`config.mk`:
```
export PLATFORM = sky130hd
export DESIGN_NAME = mul_seq_unit
export DESIGN_NICKNAME = d
export VERILOG_FILES = /design/src/rtl/mul_seq_unit.sv
export SDC_FILE = /design/constraint.sdc
export NUM_CORES = 1
export LEC_CHECK = 0
export BUFFER_PORTS_ARGS = -buffer_cell sky130_fd_sc_hd__clkbuf_2
export CAP_MARGIN = 15
export CORE_MARGIN = 2
export CORE_UTILIZATION = 50
export CTS_CLUSTER_DIAMETER = 40
export CTS_CLUSTER_SIZE = 30
export DETAILED_ROUTE_END_ITERATION = 6
export PLACE_DENSITY = 0.7
export RECOVER_POWER = 50
export SYNTH_ARGS = -nofsm -noshare
export SYNTH_HDL_FRONTEND = slang
export SYNTH_HIERARCHICAL = 1
export SYNTH_SLANG_ARGS = --single-unit
```
`constraint.sdc`:
```
create_clock -name clk_i -period 30.5 [get_ports clk_i]
set_clock_uncertainty 0.05 [all_clocks]
set_input_delay 1.525 -clock clk_i [delete_from_list [all_inputs] [get_ports clk_i]]
set_output_delay 1.525 -clock clk_i [all_outputs]
set_load 0.01 [all_outputs]
```
`src/rtl/mul_seq_unit.sv`:
```
// Sequential 32x32 RV32M multiplier (MUL/MULH/MULHSU/MULHU) built around a
// radix-2 shift-add loop feeding a 32-bit ripple-carry adder.

module mul_seq_rca #(
  parameter int XLEN = 32
) (
  input  logic [XLEN-1:0] a_i,
  input  logic [XLEN-1:0] b_i,
  output logic [XLEN-1:0] sum_o,
  output logic            cout_o
);

  logic [XLEN:0] w_carry;

  assign w_carry[0] = 1'b0;

  // One full adder per bit; the carry ripples LSB to MSB within a cycle.
  for (genvar g = 0; g < XLEN; g++) begin : g_fa
    assign sum_o[g]       = a_i[g] ^ b_i[g] ^ w_carry[g];
    assign w_carry[g + 1] = (a_i[g] & b_i[g]) | (w_carry[g] & (a_i[g] ^ b_i[g]));
  end

  assign cout_o = w_carry[XLEN];

endmodule

module mul_seq_unit #(
  parameter int XLEN = 32,
  parameter int ITER = 32
) (
  input  logic            clk_i,
  input  logic            rst_ni,
  input  logic            valid_i,
  output logic            ready_o,
  input  logic [1:0]      op_i,
  input  logic [XLEN-1:0] rs1_i,
  input  logic [XLEN-1:0] rs2_i,
  input  logic            flush_i,
  output logic            valid_o,
  input  logic            ready_i,
  output logic [XLEN-1:0] result_o,
  output logic            busy_o
);

  localparam int CW = $clog2(ITER);
  localparam logic [1:0] OP_MUL    = 2'b00;
  localparam logic [1:0] OP_MULHU  = 2'b11;

  typedef enum logic [1:0] {
    S_IDLE,
    S_CALC,
    S_FIX,
    S_DONE
  } state_t;

  state_t            r_state;
  state_t            w_next;

  logic [XLEN-1:0]   r_mcand;
  logic [XLEN-1:0]   r_mq;
  logic [XLEN-1:0]   r_acc;
  logic [CW-1:0]     r_cnt;
  logic              r_neg;
  logic [1:0]        r_op;
  logic [XLEN-1:0]   r_result;

  logic              w_accept;
  logic              w_lastIter;
  logic              w_rs1Signed;
  logic              w_rs2Signed;
  logic              w_rs1Neg;
  logic              w_rs2Neg;
  logic [XLEN-1:0]   w_mcandIn;
  logic [XLEN-1:0]   w_mqIn;
  logic [XLEN-1:0]   w_addB;
  logic [XLEN-1:0]   w_sum;
  logic              w_cout;
  logic [2*XLEN-1:0] w_prod;
  logic [2*XLEN-1:0] w_prodFixed;

  assign w_accept   = (r_state == S_IDLE) && valid_i && !flush_i;
  assign w_lastIter = (r_cnt == CW'(ITER - 1));

  // rs1 is unsigned only for MULHU; rs2 is unsigned for MULHSU and MULHU.
  assign w_rs1Signed = (op_i != OP_MULHU);
  assign w_rs2Signed = !op_i[1];
  assign w_rs1Neg    = w_rs1Signed & rs1_i[XLEN-1];
  assign w_rs2Neg    = w_rs2Signed & rs2_i[XLEN-1];
  assign w_mcandIn   = w_rs1Neg ? (~rs1_i + 1'b1) : rs1_i;
  assign w_mqIn      = w_rs2Neg ? (~rs2_i + 1'b1) : rs2_i;

  assign w_addB = r_mq[0] ? r_mcand : '0;

  mul_seq_rca #(
    .XLEN (XLEN)
  ) u_rca (
    .a_i    (r_acc),
    .b_i    (w_addB),
    .sum_o  (w_sum),
    .cout_o (w_cout)
  );

  assign w_prod      = {r_acc, r_mq};
  assign w_prodFixed = r_neg ? (~w_prod + 1'b1) : w_prod;

  always_ff @(posedge clk_i or negedge rst_ni) begin
    if (!rst_ni) begin
      r_state <= S_IDLE;
    end else begin
      r_state <= w_next;
    end
  end

  // Flush overrides every transition, including the DONE handshake.
  always_comb begin
    w_next = r_state;
    case (r_state)
      S_IDLE: if (valid_i) w_next = S_CALC;
      S_CALC: if (w_lastIter) w_next = S_FIX;
      S_FIX:  w_next = S_DONE;
      S_DONE: if (ready_i) w_next = S_IDLE;
      default: w_next = S_IDLE;
    endcase
    if (flush_i) begin
      w_next = S_IDLE;
    end
  end

  always_ff @(posedge clk_i or negedge rst_ni) begin
    if (!rst_ni) begin
      r_mcand  <= '0;
      r_mq     <= '0;
      r_acc    <= '0;
      r_cnt    <= '0;
      r_neg    <= 1'b0;
      r_op     <= OP_MUL;
      r_result <= '0;
    end else begin
      case (r_state)
        S_IDLE: begin
          if (w_accept) begin
            r_mcand <= w_mcandIn;
            r_mq    <= w_mqIn;
            r_acc   <= '0;
            r_cnt   <= '0;
            r_neg   <= w_rs1Neg ^ w_rs2Neg;
            r_op    <= op_i;
          end
        end
        S_CALC: begin
          if (!flush_i) begin
            // 65-bit right shift of {cout, sum, mq}.
            r_acc <= {w_cout, w_sum[XLEN-1:1]};
            r_mq  <= {w_sum[0], r_mq[XLEN-1:1]};
            r_cnt <= r_cnt + 1'b1;
          end
        end
        S_FIX: begin
          if (!flush_i) begin
            r_result <= (r_op == OP_MUL) ? w_prodFixed[XLEN-1:0]
                                         : w_prodFixed[2*XLEN-1:XLEN];
          end
        end
        default: begin
        end
      endcase
    end
  end

  assign ready_o  = (r_state == S_IDLE);
  assign busy_o   = (r_state != S_IDLE);
  assign valid_o  = (r_state == S_DONE);
  assign result_o = r_result;

endmodule
```
[After elaboration in Yosys (flattened, before gate mapping)]
Index checks and enable logic that the tools add are counted.
Word-level totals
  register bits: 138
  word-level logic and storage cells: 217
  output and inout port bits: 35
  input port bits: 71
Operators by class
  add/sub/neg operators: 4
  reductions and logical operators: 12
  bitwise logic cells: 164
  mux-type cells: 19
  equal/unequal tests: 10
Operators with widths (count)
  $mux W32: 8
  $pmux W32 S2: 2
  $and A1 B1 Y1: 65
  $add A32 B1 Y32 const B: 2
  $add A64 B1 Y64 const B: 1
  $mux W64: 1
  $not A32 Y32: 2
  $not A64 Y64: 1
  $xor A1 B1 Y1: 64
  $or A1 B1 Y1: 31
  $mux W5: 2
  $pmux W5 S2: 1
  $mux W2: 4
  $pmux W2 S4: 1
  $ne A3 B2 Y1 const B: 2
  $reduce_and A3 Y1: 2
  $add A5 B1 Y5 const B: 1
  $eq A5 B5 Y1 const B: 1
  $eq A2 B2 Y1 const B: 2
  $logic_not A2 Y1: 2
  $ne A2 B2 Y1 const B: 2
  $reduce_and A2 Y1: 2
  $reduce_bool A2 Y1: 2
  $ne A3 B3 Y1 const B: 1
  5 further kinds: 7

[Longest topological paths before layout]
  depth in word-level cells: 66
  depth in mapped cells: 40
  gate-level depth less buffers: 39

[Modules after synthesis]
Netlist, hierarchy kept.
By module, submodules not included
  mul_seq_unit: cells an instance 1097, area an instance 9120.0 sq um, sequential area each 3453.3 sq um, instances 1
  mul_seq_rca: cells an instance 42, area an instance 670.6 sq um, sequential area each 0.0 sq um, instances 1

[Worst setup path before layout]
Ideal clock, no wire load.
  kind: register to register
  start: reg r_mq[0]
  end: reg r_acc[30]
  data required time: 30.384 ns
  slack: 17.715 ns
  cell stages (with the launch flop): 41
  setup time: 0.066 ns
  arrival time: 12.669 ns
  period minus slack after synthesis: 12.785 ns
  buffers on the path: 1
  cells stage by stage: dfrtp_1 -> clkbuf_1 -> and2_1 -> ha_1 -> fa_1 -> fa_1 -> fa_1 -> fa_1 -> fa_1 -> fa_1 -> fa_1 -> fa_1 -> fa_1 -> fa_1 -> fa_1 -> fa_1 -> fa_1 -> fa_1 -> [5 not listed] -> fa_1 -> fa_1 -> fa_1 -> fa_1 -> fa_1 -> fa_1 -> fa_1 -> fa_1 -> fa_1 -> fa_1 -> fa_1 -> fa_1 -> fa_1 -> inv_1 -> fa_1 -> inv_1 -> nand3_1 -> nand2_1
Between the ends
  word-level cells in the longest chain between the ends: 65
  elaborated cells on any way between the ends: 126
  classes of those cells: mux (3); bitwise (123)
Ends and longest elaborated chain
  start: declaration: line 60  | logic [XLEN-1:0] r_mq;
  start signal: assignment: line 143  | r_mq <= w_mqIn;
  start signal: assignment: line 154  | r_mq <= {w_sum[0], r_mq[XLEN-1:1]};
  $mux W32: line 92  | assign w_addB = r_mq[0] ? r_mcand : '0;
  named net w_addB[0]: line 75  | logic [XLEN-1:0] w_addB;
  $and A1 B1 Y1 (2 in series): line 20  | assign w_carry[g + 1] = (a_i[g] & b_i[g]) | (w_carry[g] & (a_i[g] ^ b_i[g]));
  $or A1 B1 Y1: line 20
  $and A1 B1 Y1: line 20
  $or A1 B1 Y1: line 20
  $and A1 B1 Y1: line 20
  $or A1 B1 Y1: line 20
  [50 not listed]
  $and A1 B1 Y1: line 20
  $or A1 B1 Y1: line 20
  $and A1 B1 Y1: line 20
  $or A1 B1 Y1: line 20
  $xor A1 B1 Y1: line 19  | assign sum_o[g] = a_i[g] ^ b_i[g] ^ w_carry[g];
  named net w_sum[31]: line 76  | logic [XLEN-1:0] w_sum;
  $mux W32: line 151  | if (!flush_i) begin
  $pmux W32 S2: line 139  | case (r_state)
  end signal: assignment: line 153  | r_acc <= {w_cout, w_sum[XLEN-1:1]};
  end: declaration: line 61  | logic [XLEN-1:0] r_acc;
The timed path passes the listed nets, and every way through them passes these cells. The select of a mux whose other input is x is not followed.
A chain may end at the register's enable or synchronous reset.

[Worst setup path after layout]
Same ends and word-level chain as after synthesis.

==> impl_metrics.env <==
export IMPL_ant_nets=0
export IMPL_violations="max-capacitance violations, max-slew violations"
export IMPL_wl_met1_mm=12.3
export IMPL_layout_nets=1313
export IMPL_drtPass1Iterations=5
export IMPL_die_area_um2=20700
export IMPL_hpwl_mm=19.9
export IMPL_min_path_type="register to register"
export IMPL_setup_violations=0
export IMPL_met2_length_mm=12.9
export IMPL_syn_area_um2=9790
export IMPL_wl_mm=27.4
export IMPL_rsz0062_at_grt="false"
export IMPL_finalSetupTns_ns=0
export IMPL_dr_wl_met3_mm=1.75
export IMPL_placed_area_um2=10500
export IMPL_fmax_mhz=73.7
export IMPL_p_leak_nw=4.88
export IMPL_powerDensity_nw_per_um2=100
export IMPL_ios=106
export IMPL_clk_pin_slew_ns=0.06
export IMPL_drt_initial_drc_count=795
export IMPL_criticalPathCategory="register to register"
export IMPL_die_y_um=144
export IMPL_clk_latency_ns=0.43
export IMPL_drc=0
export IMPL_clock_root_buffer="clkbuf_16"
export IMPL_status="complete, but fails checks"
export IMPL_die_w_um=144
export IMPL_finalHoldViolCount=0
export IMPL_worst_path_max_fanout=37
export IMPL_synth_simple_gate_area_frac=0.236
export IMPL_antenna_found_initial=0
export IMPL_cp_required_ns=30.81
export IMPL_gp_congestion=0.942
export IMPL_end_kind="register"
export IMPL_crit_buf_inv=5
export IMPL_ys_flop_type="dfrtp_1"
export IMPL_synth_edff_count=0
export IMPL_via_per_inst=5.92
export IMPL_port_buffers=105
export IMPL_synthMuxAreaShare=0.0253
export IMPL_fin_crit_sh=0.445
export IMPL_fin_crit_ns=13.57
export IMPL_area_growth_pct=12.9
export IMPL_start_util=0.506
export IMPL_grt_overflow_total=0
export IMPL_yosysSeqAreaShare=0.353
export IMPL_cts_sinks=138
export IMPL_syn_nets=1252
export IMPL_cp_arrival_ns=13.88
export IMPL_cpMaxStageDelayCell="fa_1"
export IMPL_drv_cap=4
export IMPL_synth_compound_gate_area_share=0.175
export IMPL_ctsResizeCount=0
export IMPL_syn_inst=1139
export IMPL_crit_family="adder cells"
export IMPL_cts_tree="yes"
export IMPL_grt_max_degree=86
export IMPL_critPathLaunchType="register"
export IMPL_yosysWarningCount=6
export IMPL_synth_top_family_by_area="simple AND/OR/NAND/NOR gates"
export IMPL_postLayoutCellArea_um2=11100
export IMPL_n_antenna_cell=0
export IMPL_tightest_slew_ns=4.53
export IMPL_drive_gt1_frac=0.119
export IMPL_synth_xor_area_frac=0.0930
export IMPL_synth_adder_area_share=0.0774
export IMPL_grt_pass1_vias=8275
export IMPL_clk_path_buf_depth=2
export IMPL_coreArea_um2=19300
export IMPL_cts_buffers=17
export IMPL_synth_seq_cells=138
export IMPL_drv_slew=295
export IMPL_detail_route_wl_per_cell_um=18.6
export IMPL_synth_cell_types=70
export IMPL_h_tree_depth=4
export IMPL_maxUsedRoutingLayer="met4"
export IMPL_rows=51
export IMPL_num_vias=8754
export IMPL_cts_setup_buffers=0
export IMPL_fillCellCount=1751
export IMPL_vdd_drop_max_mv=0.0626
export IMPL_cpPeakStageDelay_ns=0.42
export IMPL_synth_avg_cell_area_um2=8.60
export IMPL_track_usage=0.279
export IMPL_grt_first_pass_wirelength_mm=44.6
export IMPL_cp_common_cell="fa_1"
export IMPL_slew_headroom=-2.02
export IMPL_async_reset_ff_frac=1.00
export IMPL_postCtsHoldBufs=0
worst paths after layout:
path	from	end	slack [ns]	depth (start not counted)
worst min-delay path	r_mcand[30]	r_mcand[30]	0.42	2
worst max register to register	r_mq[0]	r_acc[30]	16.93	40
worst min register to register	r_mcand[30]	r_mcand[30]	0.42	2
worst max-delay path	r_mq[0]	r_acc[30]	16.93	40
min in group asynchronous	rst_ni	r_mq[9]	2.64	1
max in group asynchronous	rst_ni	r_acc[31]	23.51	2
cell usage in the layout, fill, tap and decap left out, drive strengths merged, types with 33 or more instances in the layout:
cell type,netlist,routed
nand2,173,173
dfrtp,138,138
clkbuf,58,130
o21ai,108,108
nor2,64,64
xor2,54,54
nand3,52,52
xnor2,50,50
a21oi,47,47
and2,33,33
routing by layer:
| metal | global-route usage | vias up |
|---|---|---|
| li1 | - | 4166 |
| met1 | 0.392 | 4249 |
| met2 | 0.433 | 294 |
| met3 | 0.0590 | 45 |
| met4 | 0.0893 | 0 |
| met5 | 0 | - |
cells by family after synthesis:
group / Yosys count
buffers and inverters: 102
AND/OR/NAND/NOR: 462
AO/OA/AOI/OAI: 267
XOR/XNOR: 104
adder cells (fa/ha/maj): 42
flip-flops: 138
multiplexers: 24
final cells by class:
| type | count | area, um2 | share of cell area |
|---|---|---|---|
| inverters | 26 | 97.6 | 0.00883 |
| repair buffers | 118 | 571 | 0.0516 |
| well taps | 265 | 332 | 0.0300 |
| multi-input cells | 899 | 5950 | 0.538 |
| clock inverters | 10 | 163 | 0.0147 |
| clock buffers | 22 | 484 | 0.0438 |
| flip-flops and latches | 138 | 3450 | 0.313 |
state kept, by name, summed over array words and instances, names as in the netlist:
signal,cells
r_acc,32
r_cnt,5
r_mcand,32
r_mq,32
r_neg,1
r_op,2
r_state,2
result_o,32
cell usage after synthesis (all sizes together), types with 4 or more instances:
library cell | n | area (um2)
mux2i | 18 | 180
or4 | 18 | 143
nand2b | 11 | 68.8
o31a | 5 | 43.8
o22ai | 15 | 93.8
xor2 | 54 | 473
ha | 11 | 138
a21oi | 47 | 235
or2 | 8 | 52.6
nand4 | 7 | 43.8
buf | 18 | 86.3
xnor2 | 50 | 438
o21ai | 108 | 541
a22oi | 8 | 60.1
fa | 31 | 621
o41ai | 19 | 215
or3 | 19 | 124
dfrtp | 138 | 3450
nor3 | 27 | 135
a211oi | 6 | 45.0
nor2 | 64 | 240
clkbuf | 58 | 218
and3 | 4 | 25.0
and2 | 33 | 206
inv | 26 | 97.6
mux2 | 6 | 67.6
nand3 | 52 | 265
o211ai | 4 | 30.0
nor4 | 26 | 190
nand3b | 8 | 60.1
o311ai | 5 | 43.8
o31ai | 23 | 173
nand2 | 173 | 649
where the power goes:
| group | leakage, nW | switching [mW] | internal, mW | total (mW) |
|---|---|---|---|---|
| Combinational | 2.83 | 0.324 | 0.197 | 0.521 |
| Clock | 0.313 | 0.0811 | 0.146 | 0.227 |
| Sequential | 1.74 | 0.101 | 0.260 | 0.361 |
| Total | 4.88 | 0.506 | 0.603 | 1.11 |
through the flow:
| stage | total power [mW] | hold slack, ns | utilization | std cells | setup WS, ns |
|---|---|---|---|---|---|
| final | 1.11 | 0.418 | 0.572 | 1478 | 16.93 |
| after detailed placement | 0.876 | 0.413 | 0.541 | 1445 | 17.06 |
| after floorplan | 0.710 | 0.392 | - | 1139 | 17.72 |
| after global routing | 1.19 | 0.436 | 0.572 | 1478 | 16.47 |
| after global placement | 0.864 | 0.406 | 0.541 | 1445 | 17.23 |
| after CTS | 1.10 | 0.426 | 0.574 | 1477 | 17.01 |
worst register-to-register path: cells and delay by family, from the launching register on:
| family | cells | cell delay (ns) |
|---|---|---|
| adder cells (fa/ha/maj) | 32 | 12.18 |
| buffers and inverters | 5 | 0.48 |
| AND/OR/NAND/NOR | 3 | 0.43 |
| flip-flops | 1 | 0.36 |
Power figures use the tool's default switching activity.
